<file path="config.mk">
export PLATFORM = sky130hd
export DESIGN_NAME = uart_fb_cmd_ctrl_flat
export DESIGN_NICKNAME = d
export VERILOG_FILES = /design/src/rtl/uart_fb_cmd_ctrl_if.sv /design/src/rtl/uart_fb_cmd_ctrl.sv /design/src/flat_wrapper.sv
export SDC_FILE = /design/constraint.sdc
export NUM_CORES = 1
export LEC_CHECK = 0
export BUFFER_PORTS_ARGS = -buffer_cell sky130_fd_sc_hd__buf_2
export CAP_MARGIN = 30
export CORE_ASPECT_RATIO = 1.4
export CORE_MARGIN = 2
export CORE_UTILIZATION = 40
export DETAILED_ROUTE_END_ITERATION = 12
export GPL_TIMING_DRIVEN = 1
export PLACE_DENSITY = 0.68
export REMOVE_ABC_BUFFERS = 1
export SYNTH_ARGS = -nofsm -noshare
export SYNTH_HDL_FRONTEND = slang
export SYNTH_SLANG_ARGS = --single-unit
</file>
<file path="constraint.sdc">
create_clock -name clk -period 7.59 [get_ports clk]
set_input_delay 0.759 -clock clk [delete_from_list [all_inputs] [get_ports clk]]
set_output_delay 0.759 -clock clk [all_outputs]
set_load 0.01 [all_outputs]
</file>
<file path="src/rtl/uart_fb_cmd_ctrl_if.sv">
// Framebuffer write port: ready/valid pixel write from the packet sequencer.
interface uart_fb_cmd_ctrl_if #(
  parameter int unsigned ADDR_W  = 19,
  parameter int unsigned COLOR_W = 8
);
  logic               fb_we;
  logic               fb_ready;
  logic [ADDR_W-1:0]  fb_addr;
  logic [COLOR_W-1:0] fb_wdata;

  modport master (output fb_we, output fb_addr, output fb_wdata, input fb_ready);
  modport slave  (input fb_we, input fb_addr, input fb_wdata, output fb_ready);
endinterface

</file>
<file path="src/rtl/uart_fb_cmd_ctrl.sv">
// UART pixel-packet sequencer feeding the framebuffer write port.
// UART_FB_CHECKSUM_EN: 7-byte packets with trailing XOR checksum; otherwise 6-byte packets.
module uart_fb_cmd_ctrl #(
  parameter int unsigned H_RES     = 640,
  parameter int unsigned V_RES     = 480,
  parameter int unsigned COLOR_W   = 8,
  parameter logic [7:0]  SYNC_BYTE = 8'hAA,
  parameter int unsigned TIMEOUT   = 104170
) (
  input  logic               clk,
  input  logic               rst_n,
  input  logic               drdy,
  input  logic [7:0]         rx_data,
  uart_fb_cmd_ctrl_if.master fb,
  output logic               pkt_ok,
  output logic               pkt_err
);

  localparam int unsigned ADDR_W = $clog2(H_RES * V_RES);
  localparam int unsigned TO_W   = $clog2(TIMEOUT + 1);

  typedef enum logic [2:0] {
    S_IDLE,
    S_XH,
    S_XL,
    S_YH,
    S_YL,
    S_COLOR,
`ifdef UART_FB_CHECKSUM_EN
    S_CHK,
`endif
    S_WRITE
  } state_t;

  state_t             state_q, state_d;
  logic [7:0]         xh_q, xl_q, yh_q, yl_q;
  logic [7:0]         xh_d, xl_d, yh_d, yl_d;
  logic [COLOR_W-1:0] color_q, color_d;
  logic [ADDR_W-1:0]  addr_q, addr_d;
  logic [TO_W-1:0]    to_q, to_d;
  logic               ok_d, err_d;
  logic               in_range;
  logic [ADDR_W-1:0]  pix_addr;
`ifdef UART_FB_CHECKSUM_EN
  logic [7:0]         chk_q, chk_d;
`endif

  // Full 16-bit compare so out-of-range coordinates never alias into the frame.
  assign in_range = (32'({xh_q, xl_q}) < H_RES) && (32'({yh_q, yl_q}) < V_RES);
  assign pix_addr = ADDR_W'(32'({yh_q, yl_q}) * H_RES + 32'({xh_q, xl_q}));

  assign fb.fb_we    = (state_q == S_WRITE);
  assign fb.fb_addr  = addr_q;
  assign fb.fb_wdata = color_q;

  always_comb begin
    state_d = state_q;
    xh_d    = xh_q;
    xl_d    = xl_q;
    yh_d    = yh_q;
    yl_d    = yl_q;
    color_d = color_q;
    addr_d  = addr_q;
    to_d    = '0;
    ok_d    = 1'b0;
    err_d   = 1'b0;
`ifdef UART_FB_CHECKSUM_EN
    chk_d   = chk_q;
`endif
    unique case (state_q)
      S_IDLE: begin
        if (drdy && rx_data == SYNC_BYTE) begin
          state_d = S_XH;
`ifdef UART_FB_CHECKSUM_EN
          chk_d   = '0;
`endif
        end
      end
      S_XH: if (drdy) begin xh_d = rx_data; state_d = S_XL; end
      S_XL: if (drdy) begin xl_d = rx_data; state_d = S_YH; end
      S_YH: if (drdy) begin yh_d = rx_data; state_d = S_YL; end
      S_YL: if (drdy) begin yl_d = rx_data; state_d = S_COLOR; end
      S_COLOR: begin
        if (drdy) begin
          color_d = rx_data[COLOR_W-1:0];
`ifdef UART_FB_CHECKSUM_EN
          state_d = S_CHK;
`else
          if (in_range) begin
            state_d = S_WRITE;
            addr_d  = pix_addr;
          end else begin
            state_d = S_IDLE;
            err_d   = 1'b1;
          end
`endif
        end
      end
`ifdef UART_FB_CHECKSUM_EN
      S_CHK: begin
        if (drdy) begin
          if ((chk_q ^ rx_data) == 8'h00 && in_range) begin
            state_d = S_WRITE;
            addr_d  = pix_addr;
          end else begin
            state_d = S_IDLE;
            err_d   = 1'b1;
          end
        end
      end
`endif
      S_WRITE: begin
        if (drdy) err_d = 1'b1;
        if (fb.fb_ready) begin
          state_d = S_IDLE;
          ok_d    = 1'b1;
        end
      end
      default: state_d = S_IDLE;
    endcase

`ifdef UART_FB_CHECKSUM_EN
    // Payload bytes all fold into the running checksum as they are stored.
    if (drdy && state_q != S_IDLE && state_q != S_WRITE && state_q != S_CHK)
      chk_d = chk_q ^ rx_data;
`endif

    // Inter-byte timeout; an arriving byte always beats expiry.
    if (state_q != S_IDLE && state_q != S_WRITE && !drdy) begin
      if (to_q == TO_W'(TIMEOUT - 1)) begin
        state_d = S_IDLE;
        err_d   = 1'b1;
      end else begin
        to_d = to_q + TO_W'(1);
      end
    end
  end

  always_ff @(posedge clk or negedge rst_n) begin
    if (!rst_n) begin
      state_q <= S_IDLE;
      xh_q    <= '0;
      xl_q    <= '0;
      yh_q    <= '0;
      yl_q    <= '0;
      color_q <= '0;
      addr_q  <= '0;
      to_q    <= '0;
      pkt_ok  <= 1'b0;
      pkt_err <= 1'b0;
`ifdef UART_FB_CHECKSUM_EN
      chk_q   <= '0;
`endif
    end else begin
      state_q <= state_d;
      xh_q    <= xh_d;
      xl_q    <= xl_d;
      yh_q    <= yh_d;
      yl_q    <= yl_d;
      color_q <= color_d;
      addr_q  <= addr_d;
      to_q    <= to_d;
      pkt_ok  <= ok_d;
      pkt_err <= err_d;
`ifdef UART_FB_CHECKSUM_EN
      chk_q   <= chk_d;
`endif
    end
  end

endmodule

</file>
<file path="src/flat_wrapper.sv">
// flat-port wrapper written by rule: the top's interface ports become plain ports
module uart_fb_cmd_ctrl_flat 
#(
  parameter int unsigned H_RES     = 640,
  parameter int unsigned V_RES     = 480,
  parameter int unsigned COLOR_W   = 8,
  parameter logic [7:0]  SYNC_BYTE = 8'hAA,
  parameter int unsigned TIMEOUT   = 104170
)
  (clk, rst_n, drdy, rx_data, pkt_ok, pkt_err, fb_fb_we, fb_fb_addr, fb_fb_wdata, fb_fb_ready);
  uart_fb_cmd_ctrl_if #(.ADDR_W((19)), .COLOR_W(COLOR_W)) fb_i ();
  input  logic clk;
  input  logic rst_n;
  input  logic drdy;
  input  logic [7:0] rx_data;
  output logic pkt_ok;
  output logic pkt_err;
  output wire logic [$bits(fb_i.fb_we)-1:0] fb_fb_we;
  output wire logic [$bits(fb_i.fb_addr)-1:0] fb_fb_addr;
  output wire logic [$bits(fb_i.fb_wdata)-1:0] fb_fb_wdata;
  input wire logic [$bits(fb_i.fb_ready)-1:0] fb_fb_ready;
  assign fb_fb_we = fb_i.fb_we;
  assign fb_fb_addr = fb_i.fb_addr;
  assign fb_fb_wdata = fb_i.fb_wdata;
  assign fb_i.fb_ready = fb_fb_ready;
  uart_fb_cmd_ctrl #(.H_RES(H_RES), .V_RES(V_RES), .COLOR_W(COLOR_W), .SYNC_BYTE(SYNC_BYTE), .TIMEOUT(TIMEOUT)) u_core (.clk(clk), .rst_n(rst_n), .drdy(drdy), .rx_data(rx_data), .fb(fb_i), .pkt_ok(pkt_ok), .pkt_err(pkt_err));
endmodule
</file>
# Word level (Yosys, flattened, before mapping)
# Index checks and enable logic that the tools add are counted.
classes:
  addsub: 2
  mul: 1
  magnitude_cmp: 2
  n_eq_ne: 9
  n_mux: 21
  n_reduce_logical: 13
op_table:
  columns: ["cell", "n"]
  rows:
  - ["17-bit 2-to-1 mux", 2]
  - ["3-bit 2-to-1 mux", 10]
  - ["3-bit one-hot mux with 7 select lines", 1]
  - ["19-bit by 16-bit adder with 19-bit output", 1]
  - ["17-bit by 1-bit adder with 17-bit output (second input constant)", 1]
  - ["17-bit == test (second input constant)", 1]
  - ["16-bit by 10-bit < comparator with 1-bit output (second input constant)", 1]
  - ["16-bit by 9-bit < comparator with 1-bit output (second input constant)", 1]
  - ["16-bit by 3-bit multiplier with 12-bit output (second input constant)", 1]
  - ["2-bit AND reduction", 5]
  - ["3-bit == test (second input constant)", 3]
  - ["8-bit == test (second input constant)", 1]
  - ["1-bit 2-to-1 mux", 7]
  - ["3-bit by 2-bit == test with 1-bit output (second input constant)", 2]
  - ["1-bit logical AND", 4]
  - ["3-bit by 1-bit == test with 1-bit output (second input constant)", 1]
  - ["3-bit logical NOT", 1]
  - ["3-bit inequality test (second input constant)", 1]
  - ["3-bit AND reduction", 1]
  - ["3-bit nonzero test", 1]
  - ["1-bit one-hot mux with 2 select lines", 1]
  - ["1-bit logical NOT", 1]
word_totals:
  register_bits: 81
  in_bits: 12
  output_inout_bits: 30

# Logic depth before layout (Yosys ltp)
# Gate-level depths: netlist (run 1).
depth:
  word_depth: 7
  ltp_mapped: 14

# Worst setup path after synthesis (run 1)
# Ideal clock, no wire load.
synth_timing:
  path_kind: "reg2reg"
  from: "reg u_core.yl_q[5]"
  to: "reg u_core.addr_q[18] (netlist: u_core.fb.fb_addr[18])"
  t_arrival_ns: 3.238
  required_time_ns: 7.465
  setup_slack_ns: 4.228
  stages_incl_launch_ff: 12
  path_buffers: 0
  period_less_slack_ns: 3.362
  path_cell_list: "dfrtp_1 > ha_1 > ha_1 > and3_1 > a2111oi_0 > xnor2_1 > ha_1 > a21o_1 > a41o_1 > o2111ai_1 > xnor3_1 > mux2_2"
synth_via:
  elab_chain_cells: 3
  elab_cells_between_ends: 5
synth_rtl:
  columns: ["element", "line", "rtl"]
  rows:
  - ["start, declared", "uart_fb_cmd_ctrl.sv:36", "logic [7:0] xh_q, xl_q, yh_q, yl_q;"]
  - ["start signal, assigned", "uart_fb_cmd_ctrl.sv:159", "yl_q <= yl_d;"]
  - ["branches (longest 3 deep; another with 19-bit by 16-bit adder with 19-bit output)", null, null]
  - ["end signal, assigned", "uart_fb_cmd_ctrl.sv:161", "addr_q <= addr_d;"]
  - ["end, declared", "uart_fb_cmd_ctrl.sv:39", "logic [ADDR_W-1:0] addr_q, addr_d;"]
# Several ways; the timed one is not identified.
# A chain may end at the register's enable or synchronous reset.

# Final worst setup path (run 1)
# Same ends and word-level chain as after synthesis.

==> results of run 1 <==
stage by stage:
step / hold WS, ps / util (%) / setup slack [ps] / power [mW]
final: 325.8 / 48.08 / 4010 / 2.198
after global routing: 345.8 / 48.08 / 3757 / 2.378
after CTS: 334.8 / 48.08 / 4003 / 2.206
after detailed placement: 460.4 / 44.99 / 4018 / 1.720
after global placement: 446.9 / 44.56 / 4070 / 1.675
after floorplan: 434.8 / - / 4228 / 1.472
worst register-to-register path, cell delays in order, from the launching register on:
cell and delay (ps):
dfrtp_1 420, ha_1 320, ha_1 360, and3_1 200, a2111oi_0 500, xnor2_1 200
ha_1 270, a21o_1 180, a41o_1 230, o2111ai_1 120, xnor3_1 400, mux2_2 260
sequential cells by signal, summed over array words and instances (netlist names):
name                cells
u_core.fb.fb_addr      19
u_core.to_q            17
u_core.fb.fb_wdata      8
u_core.xh_q             8
u_core.xl_q             8
u_core.yh_q             8
u_core.yl_q             8
u_core.state_q          3
u_core.pkt_err          1
u_core.pkt_ok           1
cells in the final DEF (no fill, tap or decap), types with 6 or more instances in the layout:
cell / count
mux2_2: 40
buf_2: 41
o21a_1: 6
dfrtp_1: 81
inv_1: 10
xnor2_1: 13
xor2_1: 12
nand3_1: 10
nor2_1: 26
o21ai_0: 10
a21oi_1: 17
clkbuf_16: 9
ha_1: 29
nand2_1: 46
final timing paths:
kind | start | end | slack (ps) | depth (start not counted)
worst min-delay path | rst_n | u_core.fb.fb_addr[16] | 330 | 1
max in group asynchronous | rst_n | u_core.xl_q[2] | 6670 | 2
min in group clk | u_core.fb.fb_addr[15] | u_core.fb.fb_addr[15] | 470 | 2
worst max register to register | u_core.yl_q[5] | u_core.fb.fb_addr[18] | 4010 | 11
worst max-delay path | u_core.yl_q[5] | u_core.fb.fb_addr[18] | 4010 | 11
worst min register to register | u_core.fb.fb_addr[15] | u_core.fb.fb_addr[15] | 470 | 2
kinds of logic after synthesis:
kind of cell | Yosys count
and+or+nand+nor | 128
DFF | 81
AOI/OAI and AO/OA | 64
muxes | 40
adders and majority gates | 31
xor gates and xnor gates | 26
buffers and inverters | 23
layout make-up:
cell class,instances,area [µm²],area share [%]
timing repair buffer,47,274.0,5.478
clock inverter,5,78.83,1.576
tap,138,172.7,3.452
sequential,81,2027,40.52
clock buffer,11,242.7,4.852
multi-input combinational,289,2170,43.37
inverter,10,37.54,0.7504
routing by layer:
layer	vias up	track usage [%]
li1	1503	-
met1	1520	20.31
met2	55	29.71
met3	13	3.207
met4	0	7.308
met5	-	0
power groups by stage:
stage	Sequential (mW)	Clock [mW]	Combinational [mW]
2_1_floorplan	0.645	0	0.827
3_3_place_gp	0.660	0	1.01
3_5_place_dp	0.669	0	1.05
4_1_cts	0.664	0.477	1.06
5_1_grt	0.681	0.498	1.20
6_report	0.665	0.468	1.06
==> results.ini, run 1 <==
[status]
status=finished clean

[synth]
synth_common_cells=dfrtp_1, nand2_1, mux2_2
synth-seq-area-share_pct=47.20
synth_seq_cells=81
synth_xor_area_share_pct=5.624
synth.mux.area_fraction_pct=10.49
post-synth-top-count-cell=dfrtp_1
synth_compound_area_share_pct=9.703
synth-edff-count=0
synth-simple-area-share_pct=15.33
synth_top_cells_by_area=dfrtp_1, mux2_2, ha_1, nand2_1, xnor2_1
synth_cell_types=51
synth_area_um2=4294
synthArstFlopShare_pct=100.0
synthAdderAreaFrac_pct=9.382
synth_cells=393
synth_flop_cell=dfrtp_1
synth_top_family_by_area=simple AND/OR/NAND/NOR gates
syn_avg_cell_area_um2=10.93
yosysWarnings=0
synth_top_area_cell=dfrtp_1
synth_top_area_share_pct=47.20

[sta]
relSlewSlack_pct=37.22
fmax_mhz=279.3
fin_crit_ps=3580
finalMaxSlewViolations=0
rsz0062_at_grt=false
worstMarginPinSlew_ps=941.7
finalHoldViolCount=0
finClkSkew_ps=6.056
fin_tns_setup_ps=0
period_share_pct=47.17
setup_viol=0

[pwr]
p_switching_mw=0.8313
power.density_nw_per_um2=439.5
clkPwrFrac_pct=21.3
combPwrFrac_pct=48.4
power.share.switching_pct=37.82
vdd_drop_max_mv=0.1574
seqPwrFrac_pct=30.3
power.leakage_nw=2.463
p_int_mw=1.367

[clock_tree]
hold_buffers=0
cts.sink_count=81
cts_buffers=9
cts_max_level=3
cts-root-buf=clkbuf_16
cts_tree=yes
post_cts_resized=0
cts.path.max_buffers=2
path_clk_slew_ps=60
clk_latency_ps=340
postCtsSetupRepairBufs=0

[die]
die_area_um2=11590
die_h_um=126.6
die_x_um=91.57
rows=44
pin_count=42
core_um2=10410
start_util_pct=41.27

[routing]
finalWirelength_um=9195
highest_layer=met4
drtAntennaViolNets=0
first_iter_violations=173
drt_pass1_iterations=4
m1WireLength_um=3782
dr_wl_met2_um=4901
vias=3091
vias_per_cell=5.320
drc=0
wl_met3_um=327
wl_per_cell_um=15.83

[layout]
finalNetCount=481
num_antenna_cells=0
final_cells=581
fillers=961
drive_gt1_share_pct=24.15
areaGrowthSynthToFinish_pct=16.49
design_area_um2=5002

[critical_path]
arrival_ps=3810
critical_path.cell_chain=ha_1 > ha_1 > and3_1 > a2111oi_0 > xnor2_1 > ha_1 > a21o_1 > a41o_1 > o2111ai_1 > xnor3_1 > mux2_2
worstSetupPathType=register to register
cp_slowest_cell=a2111oi_0
crit_buf_inv=0
cp-start-kind=register
cp-end-kind=register
cp_top_family=compound AO/OA/AOI/OAI gates
critPathRequiredTime_ps=7820
crit_top_cell=ha_1
cp_max_fo=5
slowest_delay_ps=500

[hold_path]
holdCritPathClass=input pin to asynchronous set/reset pin

[global_route]
grt_remaining_overflow=0
track_usage_pct=17.00
grt_first_pass_wirelength_um=15420
antenna_found_initial=0
grt_pass1_vias=3105
grt_max_degree=57

[placement]
io_buffers=41
placed_cell_area_um2=4681
dp_cells=565
gp_congestion=0.8361
hpwl_um=6702

[flow_run]
cap_viol_max_count=0

(Power assumes the default switching activity.)
==> run 2: changes to the inputs <==
- PLACE_DENSITY: 0.68 -> 0.7
- clock period: 7.59 -> 3 ns (I/O delays scaled with it)
==> results.ini, run 2 (synthesized netlist as in run 1, its figures left out) <==
[sta]
setup_viol=4  ; was 0
fin_crit_ps=3230  ; was 3580 ps
period_share_pct=107.7  ; was 47.17%
worstMarginPinSlew_ps=616.0  ; was 941.7 ps
finalMaxSlewViolations=0  ; unchanged
fmax_mhz=309.6  ; was 279.3 MHz
rsz0062_at_grt=true  ; was false
finalHoldViolCount=0  ; unchanged
relSlewSlack_pct=58.66  ; was 37.22%
worst_slack_ps=-229.5  ; was 4010 ps
finClkSkew_ps=9.791  ; was 6.056 ps

[critical_path]
worstSetupPathType=register to register  ; unchanged
cp-start-kind=register  ; unchanged
slowest_delay_ps=530  ; was 500 ps
cp_max_fo=3  ; was 5
cp_slowest_cell=fa_2  ; was a2111oi_0
arrival_ps=3460  ; was 3810 ps
crit_path_end=u_core.fb.fb_addr[18]  ; unchanged
critPathRequiredTime_ps=3230  ; was 7820 ps
r2r_cells=13  ; was 11
critical_path.cell_chain=buf_6 > ha_4 > ha_4 > inv_2 > fa_2 > inv_2 > ha_4 > o211ai_1 > o211ai_1 > a41o_1 > o2111ai_2 > xnor3_1 > mux2_4  ; was ha_1 > ha_1 > and3_1 > a2111oi_0 > xnor2_1 > ha_1 > a21o_1 > a41o_1 > o2111ai_1 > xnor3_1 > mux2_2
crit_top_cell=ha_4  ; was ha_1
reg2reg_from=u_core.yl_q[3]  ; was u_core.yl_q[5]
rrSetupSlack_ps=-230  ; was 4010 ps
critPathLaunch=u_core.yl_q[3]  ; was u_core.yl_q[5]
cp-end-kind=register  ; unchanged
r2r-end=u_core.fb.fb_addr[18]  ; unchanged

[die]
die_h_um=126.6  ; unchanged
pin_count=42  ; unchanged
rows=44  ; unchanged
die_area_um2=11590  ; unchanged
start_util_pct=41.27  ; unchanged
die_x_um=91.57  ; unchanged
core_um2=10410  ; unchanged

[routing]
first_iter_violations=171  ; was 173
wl_per_cell_um=16.30  ; was 15.83 µm
drt_pass1_iterations=6  ; was 4
vias_per_cell=5.314  ; was 5.320
finalWirelength_um=10060  ; was 9195 µm
drc=0  ; unchanged
vias=3279  ; was 3091
drtAntennaViolNets=0  ; unchanged

[status]
status=finished, violations left  ; was finished clean
violations=negative setup slack

[layout]
drive_gt1_share_pct=34.03  ; was 24.15%
largest_reg_flops=19  ; unchanged
multi_input_area_um2=2338  ; was 2170 µm²
finalNetCount=518  ; was 481
layout.area.seq_um2=2029  ; was 2027 µm²
final_cell_mix=dfrtp_1, nand2_1, buf_2, mux2_2, buf_4  ; was dfrtp_1, nand2_1, buf_2, mux2_2, ha_1
num_antenna_cells=0  ; unchanged
fillers=888  ; was 961
final_common_cell=dfrtp_1  ; unchanged
design_area_um2=5405  ; was 5002 µm²
areaGrowthSynthToFinish_pct=25.87  ; was 16.49%
final_cells=617  ; was 581

[global_route]
grt_pass1_vias=3466  ; was 3105
grt_max_degree=47  ; was 57
track_usage_pct=18.19  ; was 17.00%
antenna_found_initial=0  ; unchanged
grt_remaining_overflow=0  ; unchanged
grt_first_pass_wirelength_um=16620  ; was 15420 µm

[pwr]
vdd_drop_max_mv=0.4424  ; was 0.1574 mV
power.density_nw_per_um2=1205  ; was 439.5 nW/µm²
power.leakage_nw=2.626  ; was 2.463 nW

[clock_tree]
clk_latency_ps=340  ; about the same
cts_buffers=9  ; unchanged
cts.path.max_buffers=2  ; unchanged
cts.sink_count=81  ; unchanged
cts_tree=yes  ; unchanged
cts-root-buf=clkbuf_16  ; unchanged
cts_max_level=3  ; unchanged
path_clk_slew_ps=60  ; about the same

[flow_run]
cap_viol_max_count=0  ; unchanged

[placement]
placed_cell_area_um2=4923  ; was 4681 µm²
gp_congestion=0.8459  ; was 0.8361
dp_cells=597  ; was 565
hpwl_um=7145  ; was 6702 µm
io_buffers=41  ; unchanged

[hold_path]
holdCritPathClass=input pin to register  ; was input pin to asynchronous set/reset pin
min_from=rx_data[0]

## run 2: cell types whose count changed in the layout (fill, tap and decap cells not counted), moves of 2 or more
| cell | change |
|---|---|
| dfrtp_1 | -2 |
| a21oi_1 | -2 |
| ha_1 | -10 |
| clkinv_2 | +2 |
| bufinv_16 | -2 |
| ha_4 | +9 |
| inv_1 | -2 |
| buf_4 | +35 |
| inv_2 | +2 |
| a21oi_2 | +2 |
| dfrtp_2 | +2 |
| buf_6 | +2 |
## run 2: where the power goes
part | switching, mW | internal, mW | leakage [nW]
logic | 1.75 | 2.08 | 1.43
registers | 0.290 | 1.39 | 1.06
clock network | 0.424 | 0.573 | 0.135
## run 2: worst min path at each step
stage	endpoint	slack (ps)	cells after the start
final	u_core.xh_q[0]	300	3
after global routing	u_core.xh_q[0]	310	3
after CTS	u_core.xh_q[0]	290	3
after detailed placement	u_core.fb.fb_addr[16]	290	1
after global placement	u_core.fb.fb_addr[16]	450	2
after floorplan	u_core.fb.fb_addr[0]	4	0
## run 2: area by class of cell
cell class / count / area share [%]
repair buffers: 84 / 10.44
clock buffers: 11 / 4.491
inverters: 10 / 0.6944
flip-flops and latches: 81 / 37.55
clock inverters: 4 / 0.3704
well taps: 138 / 3.194
multi-input cells: 289 / 43.26
## run 2: metrics by stage
stage / total power [mW] / setup TNS, ps / setup WS [ps] / hold WS (ps) / util, %
after global placement: 4.747 / -504.3 / -433.7 / 452.6 / 46.95
after CTS: 6.284 / -231.1 / -139.8 / 293.1 / 51.44
after floorplan: 3.724 / -362.4 / -362.4 / 4.409 / -
after detailed placement: 4.885 / -1054 / -593.1 / 290.3 / 47.32
final: 6.516 / -388.5 / -229.5 / 297.9 / 51.95
after global routing: 6.953 / -735.0 / -295.4 / 308.1 / 51.95
## run 2: critical path: cells and delay by family (launching register included)
kind	cells	cell delay (ps)
AOI/OAI and AO/OA	4	840
DFF	1	400
buffers and inverters	3	220
xor gates and xnor gates	1	200
muxes	1	260
adders and majority gates	4	1200
## run 2: per-layer routing
metal	routed length (µm)	GRT usage, %	vias up
li1	-	-	1570
met1	3966	20.35	1597
met2	5354	32.96	83
met3	365	3.682	29
met4	372	8.289	0
met5	0	0	-
## run 2: what timing repair did
| item | 4_1_cts | 5_1_grt |
|---|---|---|
| hold buffers | 1 | 0 |
| setup buffers | 1 | 3 |
| setup endpoints to repair | 4 | 4 |
| cloned | 0 | 0 |
| pin swaps | 19 | 10 |
| hold endpoints to repair | 35 | 0 |
| gates resized for setup | 24 | 4 |
